--- src/rtl/wiener_stats_pkg.sv ---
// Shared types and sizing helpers for the Wiener block statistics engine.
package wiener_stats_pkg;

  typedef enum logic [2:0] {
    ST_IDLE      = 3'd0,
    ST_ACC_MEAN  = 3'd1,
    ST_MEAN_OUT  = 3'd2,
    ST_WAIT_VAR  = 3'd3,
    ST_ACC_VAR   = 3'd4,
    ST_VAR_FLUSH = 3'd5
  } stats_state_t;

  localparam int MEAN_READY_CYCLES = 2;

  // Squared-deviation accumulator: one 2*DW square per sample, TOTAL_SAMPLES of them.
  function automatic int acc_width(input int data_width, input int log2_samples);
    return 2 * data_width + log2_samples;
  endfunction

endpackage

--- src/rtl/wiener_sq_diff.sv ---
// Registered squared deviation (x - mean)^2 with a one-cycle latency.
module wiener_sq_diff #(
  parameter int DATA_WIDTH = 8
) (
  input  logic                    clk,
  input  logic                    rst_n,
  input  logic [DATA_WIDTH-1:0]   data_in,
  input  logic [DATA_WIDTH-1:0]   mean,
  input  logic                    valid_in,
  output logic [2*DATA_WIDTH-1:0] sq,
  output logic                    valid_out
);

  logic signed [DATA_WIDTH:0] diff;
  logic        [DATA_WIDTH:0] mag;
  logic [2*DATA_WIDTH-1:0]    mag_ext;
  logic [2*DATA_WIDTH-1:0]    sq_d;
  logic [2*DATA_WIDTH-1:0]    sq_q;
  logic                       valid_q;

  assign diff = $signed({1'b0, data_in}) - $signed({1'b0, mean});
  // |diff| never exceeds 2^DATA_WIDTH-1, so the square fits in 2*DATA_WIDTH bits.
  assign mag     = diff[DATA_WIDTH] ? -diff : diff;
  assign mag_ext = {{(DATA_WIDTH-1){1'b0}}, mag};
  assign sq_d    = mag_ext * mag_ext;

  always_ff @(posedge clk or negedge rst_n) begin
    if (!rst_n) begin
      sq_q    <= '0;
      valid_q <= 1'b0;
    end else begin
      valid_q <= valid_in;
      if (valid_in) sq_q <= sq_d;
    end
  end

  assign sq        = sq_q;
  assign valid_out = valid_q;

endmodule

--- src/rtl/wiener_block_stats_engine.sv ---
// Two-pass block mean / variance engine, responder side of the stats-FSM handshake.
//   state        | meaning
//   ST_IDLE      | waiting for start_of_data
//   ST_ACC_MEAN  | summing pass-1 samples
//   ST_MEAN_OUT  | mean_ready asserted for MEAN_READY_CYCLES
//   ST_WAIT_VAR  | waiting for variance_start_of_data (start_of_data aborts)
//   ST_ACC_VAR   | accumulating squared deviations of pass-2 samples
//   ST_VAR_FLUSH | last square lands, variance registered
module wiener_block_stats_engine
  import wiener_stats_pkg::*;
#(
  parameter int DATA_WIDTH    = 8,
  parameter int TOTAL_SAMPLES = 64
) (
  input  logic                    clk,
  input  logic                    rst_n,
  input  logic                    start_of_data,
  input  logic                    variance_start_of_data,
  input  logic [DATA_WIDTH-1:0]   data_in,
  input  logic                    data_valid,
  output logic [DATA_WIDTH-1:0]   mean_out,
  output logic                    mean_ready,
  output logic [2*DATA_WIDTH-1:0] variance_out,
  output logic                    variance_ready,
  output logic                    busy,
  output logic                    block_abort
);

  localparam int LOG2_SAMPLES = $clog2(TOTAL_SAMPLES);
  localparam int SUM_W        = DATA_WIDTH + LOG2_SAMPLES;
  localparam int ACC_W        = acc_width(DATA_WIDTH, LOG2_SAMPLES);
  localparam int CNT_W        = LOG2_SAMPLES + 1;
  localparam logic [CNT_W-1:0] CNT_LAST  = CNT_W'(TOTAL_SAMPLES);
  localparam logic [CNT_W-1:0] CNT_MRDY  = CNT_W'(MEAN_READY_CYCLES - 1);

  stats_state_t            state_q, state_d;
  logic [SUM_W-1:0]        sum_q, sum_d;
  logic [ACC_W-1:0]        acc_q, acc_d;
  logic [CNT_W-1:0]        cnt_q, cnt_d;
  logic [CNT_W-1:0]        cnt_inc;
  logic [DATA_WIDTH-1:0]   mean_q, mean_d;
  logic [2*DATA_WIDTH-1:0] var_q, var_d;
  logic                    var_rdy_q, var_rdy_d;
  logic                    abort_q, abort_d;

  logic                    sod, vsod;
  logic                    sq_vin;
  logic [2*DATA_WIDTH-1:0] sq;
  logic                    sq_valid;

  assign sod     = start_of_data && data_valid;
  assign vsod    = variance_start_of_data && data_valid;
  assign cnt_inc = cnt_q + CNT_W'(1);

  wiener_sq_diff #(.DATA_WIDTH(DATA_WIDTH)) u_sq_diff (
    .clk       (clk),
    .rst_n     (rst_n),
    .data_in   (data_in),
    .mean      (mean_q),
    .valid_in  (sq_vin),
    .sq        (sq),
    .valid_out (sq_valid)
  );

  always_comb begin
    state_d   = state_q;
    sum_d     = sum_q;
    acc_d     = acc_q;
    cnt_d     = cnt_q;
    mean_d    = mean_q;
    var_d     = var_q;
    var_rdy_d = 1'b0;
    abort_d   = 1'b0;
    sq_vin    = 1'b0;

    case (state_q)
      ST_IDLE: begin
        if (sod) begin
          sum_d   = SUM_W'(data_in);
          cnt_d   = CNT_W'(1);
          state_d = ST_ACC_MEAN;
        end
      end

      ST_ACC_MEAN: begin
        if (sod) begin
          abort_d = 1'b1;
          sum_d   = SUM_W'(data_in);
          cnt_d   = CNT_W'(1);
        end else if (data_valid) begin
          sum_d = sum_q + SUM_W'(data_in);
          cnt_d = cnt_inc;
          if (cnt_inc == CNT_LAST) begin
            mean_d  = sum_d[SUM_W-1:LOG2_SAMPLES];
            cnt_d   = '0;
            state_d = ST_MEAN_OUT;
          end
        end
      end

      ST_MEAN_OUT: begin
        cnt_d = cnt_inc;
        if (cnt_q == CNT_MRDY) begin
          cnt_d   = '0;
          state_d = ST_WAIT_VAR;
        end
      end

      ST_WAIT_VAR: begin
        // variance_start_of_data takes priority when both pulses coincide.
        if (vsod) begin
          acc_d   = '0;
          cnt_d   = CNT_W'(1);
          sq_vin  = 1'b1;
          state_d = ST_ACC_VAR;
        end else if (sod) begin
          abort_d = 1'b1;
          sum_d   = SUM_W'(data_in);
          cnt_d   = CNT_W'(1);
          state_d = ST_ACC_MEAN;
        end
      end

      ST_ACC_VAR: begin
        if (sq_valid) acc_d = acc_q + ACC_W'(sq);
        if (sod) begin
          abort_d = 1'b1;
          sum_d   = SUM_W'(data_in);
          cnt_d   = CNT_W'(1);
          state_d = ST_ACC_MEAN;
        end else if (data_valid) begin
          sq_vin = 1'b1;
          cnt_d  = cnt_inc;
          if (cnt_inc == CNT_LAST) begin
            cnt_d   = '0;
            state_d = ST_VAR_FLUSH;
          end
        end
      end

      ST_VAR_FLUSH: begin
        if (sq_valid) acc_d = acc_q + ACC_W'(sq);
        var_d     = acc_d[ACC_W-1:LOG2_SAMPLES];
        var_rdy_d = 1'b1;
        state_d   = ST_IDLE;
      end

      default: state_d = ST_IDLE;
    endcase
  end

  always_ff @(posedge clk or negedge rst_n) begin
    if (!rst_n) begin
      state_q   <= ST_IDLE;
      sum_q     <= '0;
      acc_q     <= '0;
      cnt_q     <= '0;
      mean_q    <= '0;
      var_q     <= '0;
      var_rdy_q <= 1'b0;
      abort_q   <= 1'b0;
    end else begin
      state_q   <= state_d;
      sum_q     <= sum_d;
      acc_q     <= acc_d;
      cnt_q     <= cnt_d;
      mean_q    <= mean_d;
      var_q     <= var_d;
      var_rdy_q <= var_rdy_d;
      abort_q   <= abort_d;
    end
  end

  assign mean_out       = mean_q;
  assign mean_ready     = (state_q == ST_MEAN_OUT);
  assign variance_out   = var_q;
  assign variance_ready = var_rdy_q;
  assign busy           = (state_q != ST_IDLE);
  assign block_abort    = abort_q;

endmodule
--- config.mk ---
export PLATFORM = sky130hd
export DESIGN_NAME = wiener_block_stats_engine
export DESIGN_NICKNAME = d
export VERILOG_FILES = /design/src/rtl/wiener_stats_pkg.sv /design/src/rtl/wiener_sq_diff.sv /design/src/rtl/wiener_block_stats_engine.sv
export SDC_FILE = /design/constraint.sdc
export NUM_CORES = 1
export LEC_CHECK = 0
export BUFFER_PORTS_ARGS = -buffer_cell sky130_fd_sc_hd__clkbuf_2
export CORE_ASPECT_RATIO = 0.9
export CORE_MARGIN = 1
export CORE_UTILIZATION = 54
export DETAILED_ROUTE_END_ITERATION = 7
export MAX_ROUTING_LAYER = met4
export PLACE_DENSITY = 0.81
export SYNTH_ARGS = -nofsm -noshare
export SYNTH_HDL_FRONTEND = slang
export SYNTH_SLANG_ARGS = --single-unit
--- constraint.sdc ---
create_clock -name clk -period 16.7 [get_ports clk]
set_input_delay 1.67 -clock clk [delete_from_list [all_inputs] [get_ports clk]]
set_output_delay 1.67 -clock clk [all_outputs]
set_load 0.005 [all_outputs]
# After elaboration in Yosys (flattened, before gate mapping)
# Cells that the tools add are included.
# totals
regBits,89
in_bits,13
output_inout_bits,28
word_cells,86
# classes
n_addsub,5
multipliers,1
eq_ne,18
muxes,34
n_bitwise,1
reduce_logical,16
# ops
cell,n
two-way mux 14 bit,4
two-way mux 22 bit,2
one-hot mux 22 bit (2 select lines),1
two-way mux 7 bit,6
one-hot mux 14 bit (3 select lines),1
one-hot mux 7 bit (4 select lines),1
two-way mux 3 bit,9
adder 22 x 16 -> 22 bit,1
multiplier 9 x 9 -> 16 bit,1
one-hot mux 3 bit (5 select lines),1
adder 14 x 8 -> 14 bit,1
"inequality test 2 bit, second input constant",5
two-way mux 9 bit,1
"inequality test 3 bit, second input constant",3
negator 9 bit,1
subtractor 8 x 8 -> 9 bit,1
"adder 7 x 1 -> 7 bit, second input constant",1
"== test 7 x 1 -> 1 bit, second input constant",1
"== test 7 bit, second input constant",1
"== test 3 x 2 -> 1 bit, second input constant",2
"== test 3 bit, second input constant",2
two-way mux 1 bit,6
AND reduction 3 bit,2
AND reduction 6 bit,1
other kinds (13),20

# Depth between registers and ports, before layout
# logic_depth
depth_word,6
depth_mapped,31
mapped_depth_nobuf,30

# Hierarchy
# From an unflattened synthesis, not the netlist that was laid out.
# unflattened
hier_cells,903
hier_area_um2,7881.3
# modules_own_cells
module,instances,cells_per_inst,area_each_um2,seq_area_each_um2
wiener_block_stats_engine,1,532,4729.5,1801.7
wiener_sq_diff,1,371,3151.8,400.4

# Least setup slack after synthesis
# OpenSTA, ideal clock, no wires.
# synth_path
path_kind,input port to flip-flop
from,in data_in[0]
to,reg u_sq_diff.sq_q[13] (netlist: u_sq_diff.sq[13])
setup_time_ns,0.125
arrival_ns,7.582
t_required_ns,16.575
path_slack_ns,8.994
cell_stages,26
path_buffers,0
cell_sequence,inv_1 ha_1 fa_1 nor2b_2 o2111ai_2 o211ai_1 xnor2_2 nand3_1 or4_4 nor2_2 inv_2 fa_1 nor4b_1 o41ai_1 o2111ai_1 fa_1 inv_1 fa_1 inv_1 ha_1 a2111oi_0 o21ai_0 a311oi_1 nor2_1 xor2_1 mux2_2
# synth_via
elab_chain_len,4
# synth_lines
element,line_no,source
from (decl),wiener_block_stats_engine.sv:19,"input logic [DATA_WIDTH-1:0] data_in,"
subtractor 8 x 8 -> 9 bit *,wiener_sq_diff.sv:21,"assign diff = $signed({1'b0, data_in}) - $signed({1'b0, mean});"
negator 9 bit,wiener_sq_diff.sv:23,assign mag = diff[DATA_WIDTH] ? -diff : diff;
two-way mux 9 bit *,wiener_sq_diff.sv:23,
multiplier 9 x 9 -> 16 bit *,wiener_sq_diff.sv:25,assign sq_d = mag_ext * mag_ext;
to (signal assigned),wiener_sq_diff.sv:33,if (valid_in) sq_q <= sq_d;
to (decl),wiener_sq_diff.sv:18,logic [2*DATA_WIDTH-1:0] sq_q;
# Every way passes the cells marked *; elsewhere a longest branch is shown, timed or not.
# A chain may end at the register's enable or synchronous reset.

# Final worst setup path
# layout_path
from,in data_in[0]
to,reg u_sq_diff.sq_q[15] (netlist: u_sq_diff.sq[15])
# The elaborated chain is that of the path after synthesis.

==> summary.txt <==
Timing
  – Tcrit/Tclk final: 48.54%
  – Headroom to the max-slew limit: 22.84%
  – Slew @ Worst Pin: 1.153 ns
  – Post-route minimum period: 8.107 ns
  – WHS: 0.4797 ns
  – Max Clock Freq: 123.4 MHz
  – # setup viols final: 0
  – Max-slew violations: 0
  – Final number of hold-violating endpoints: 0
  – Fin Clk Skew: 0.01252 ns
  – RSZ-0062 raised after global routing: false
  – Setup TNS: 0 ns
  – Final WS setup: 8.593 ns

Routing
  – Via/cell ratio: 5.539
  – Pre-antenna DRT Iters: 5
  – Highest routed metal layer: met4
  – WL/cell: 13.99 um
  – Routed vias: 6104
  – Post-route ant nets: 0
  – Final WL: 15420 um
  – Drt drc: 0
  – Met1 Wirelength: 7606 um
  – Met3 Wirelength: 450 um
  – Initial DRC count: 243
  – Metal2 WL: 7134 um

Pwr
  – Switching power: 0.8326 mW
  – LEAKAGE: 3.993 nW
  – Internal Power: 0.8905 mW
  – Peak supply drop: 0.2152 mV
  – Final Power: 1.723 mW
  – Comb pwr share: 69.2%
  – Pwr dens: 208.6 nW/um2
  – Sequential share of power: 19.5%
  – Sw Ratio: 48.32%
  – Clk pwr share: 11.3%

Clock tree
  – CTS tree: done
  – Skew-Pair Late Insertion Delay: 0.35 ns
  – H-tree depth: 3
  – Clk sink count: 88
  – Setup bufs post-CTS: 0
  – CTS root buffer: clkbuf_16
  – Reg clk slew, reported paths: 0.07 ns
  – Hold buffer count at cts: 0
  – CTS max path bufs: 2
  – Num CTS Buffers: 9
  – Resize count post-CTS: 0

Placement
  – Detailed-placement wirelength estimate: 11810 um
  – RePlAce Congestion: 0.8911
  – Cell total after placement: 1086
  – Port Buf Inserts: 40
  – Pre-CTS WS: 8.302 ns
  – Post-DP Area: 7975 um2

Yosys
  – #FFs+latches synth: 88
  – Syn avg cell area: 8.662 um2
  – Sequential share of the synthesized area: 28.82%
  – Number of synthesis warnings: 0
  – Synthesized cell area: 7640 um2
  – Post-synth ARST share: 100.0%
  – Yosys cell types: 71
  – Post-synth EDFFs: 0
  – Main flop type after synthesis: dfrtp_1
  – Gate Count Post-Synth: 882

Worst setup path
  – Worst endpoint required time: 16.90 ns
  – Reg2reg end: u_sq_diff.sq[15]
  – Max Fanout on Critical Path: 11
  – Max incr delay on CP: 0.58 ns
  – R2R setup slack: 9.66 ns
  – R2r startpoint: mean_out[0]
  – Top cell by count, worst path: inv_1
  – CP arrival: 8.31 ns
  – Slowest CP cell: fa_1
  – Setup crit end kind: flop
  – Register-to-Register Path Depth: 26
  – Critical path endpoint: u_sq_diff.sq[15]
  – CP startpoint: data_in[0]
  – Kind of critical path: in -> reg
  – CP startpoint kind: primary input

Floorplanning
  – Chip Height: 114.8 um
  – Initial Utilization: 56.33%
  – Top Ports: 41
  – Core box area: 13560 um2
  – Die X: 127.4 um
  – Die area: 14630 um2
  – Row count: 40

Finish
  – Layout cell share with drive strength beyond 1: 10.51%
  – # diodes: 0
  – Non-Filler Instances: 1102
  – Final Util: 60.90%
  – Finished Cell Area: 8260 um2
  – Fin nets: 1022
  – Area delta synth->final: 8.123%

Run
  – Max_cap viols: 0

Global routing
  – GRT Total Usage: 23.62%
  – Vias in the first global route: 5693
  – First-pass GRT wire length: 26950 um
  – Initial antenna violation count: 0
  – Largest net degree at the start of global routing: 76
  – GRT overflow: 0

Status
  – Status: finished, final reports clean

Worst hold path
  – HP Start: variance_out[13]
  – Hold Path Class: reg -> reg
-- Yosys cell counts, drive strengths merged (2+ instances only) --
cell     count  area (um2)
a211oi       4       35.03
a21boi       7       56.31
a21o        23       172.7
a21oi       58       320.3
a22o        11       96.34
a311oi       3       26.28
a31oi        9       56.30
a41oi        2       32.53
and2         4       25.02
and3         7       43.79
buf          7       40.04
clkbuf      22       82.58
dfrtp       88        2202
fa          35       700.7
ha          66       825.8
inv         95       356.6
mux2         7       78.83
mux2i        8       80.08
nand2       92       347.8
nand2b      13       81.33
nand3       15       75.07
nand4        3       18.77
nand4b       2       17.52
nor2        80       320.3
nor2b       11       71.32
nor3         9       50.05
nor3b        5       37.54
nor4         3       18.77
nor4b        2       17.52
o2111ai      3       32.53
o211ai       2       15.01
o21a         4       30.03
o21ai       85       425.4
o21bai       4       30.03
o311ai       2       17.52
o31ai       10       75.07
o41ai        3       26.28
or2          7       43.79
or3          9       56.30
xnor2       35       340.3
xor2        18       183.9
-- final cells by class --
cell class,count,area [um2]
clock buffer,12,256.5
clock inverter,4,28.78
fill,1165,5303
inverter,95,356.6
multi-input combinational,673,4970
sequential,88,2202
tap,189,236.5
timing repair buffer,41,210.2
-- worst min-delay path by stage --
stage	cells past startpoint	slack, ns	end
after global routing	2	0.50	variance_out[8]
after detailed placement	1	0.47	variance_out[9]
final	2	0.48	variance_out[13]
after CTS	1	0.48	variance_out[9]
after floorplan	2	0.45	u_sq_diff.sq[10]
after global placement	2	0.46	variance_out[8]
-- routing by layer --
layer	vias to the layer above	GRT usage, %
li1	3061	-
met1	2936	32.19
met2	88	36.07
met3	19	4.095
met4	0	7.143
met5	-	-
-- flip-flops by register name, summed over array words and instances (netlist names) --
signal,count
u_sq_diff.sq,15
variance_out,16
variance_ready,1
acc_q,22
sum_q,14
mean_out,8
cnt_q,7
block_abort,1
state_q,3
u_sq_diff.valid_out,1
-- cells in the final DEF (no fill, tap or decap), types with 7 or more instances in the layout --
cell       instances
a21o_1            23
a21oi_1           54
a22o_1            11
a31oi_1            9
and3_1             7
clkbuf_16          9
clkbuf_2          39
dfrtp_1           88
fa_1              35
ha_1              66
inv_1             92
mux2_2             7
mux2i_1            8
nand2_1           91
nand2b_1          13
nand3_1           15
nor2_1            74
nor2b_1           10
nor3_1             8
o21ai_0           78
o21ai_1            7
o31ai_1           10
or3_1              9
xnor2_1           32
xor2_1            16
-- critical path: cells and delay by family --
family,cells,cell delay [ns]
fa+ha+maj,6,2.44
buf+inv,6,0.64
compound gates,10,2.48
simple gates,4,0.65
xor+xnor,2,0.44
-- kinds of logic (layout without fill, tap and decap cells) --
group | Yosys count | after routing | synth area share [%]
simple gates | 263 | 263 | 16.18
compound gates | 237 | 237 | 19.75
buf+inv | 124 | 152 | 6.273
fa+ha+maj | 101 | 101 | 19.98
flops | 88 | 88 | 28.82
xor+xnor | 53 | 53 | 6.862
mux | 15 | 15 | 2.080
other cells | 1 | 4 | 0.04908
-- power groups by stage --
stage                     sequential, mW  combinational (mW)  clock [mW]
after global routing               0.347                1.37       0.207
final                              0.337                1.19       0.195
after detailed placement           0.340                1.18           0
after floorplan                    0.312               0.975           0
after global placement             0.337                1.15           0
after CTS                          0.337                1.20       0.199
Power figures use the tool's default switching activity.
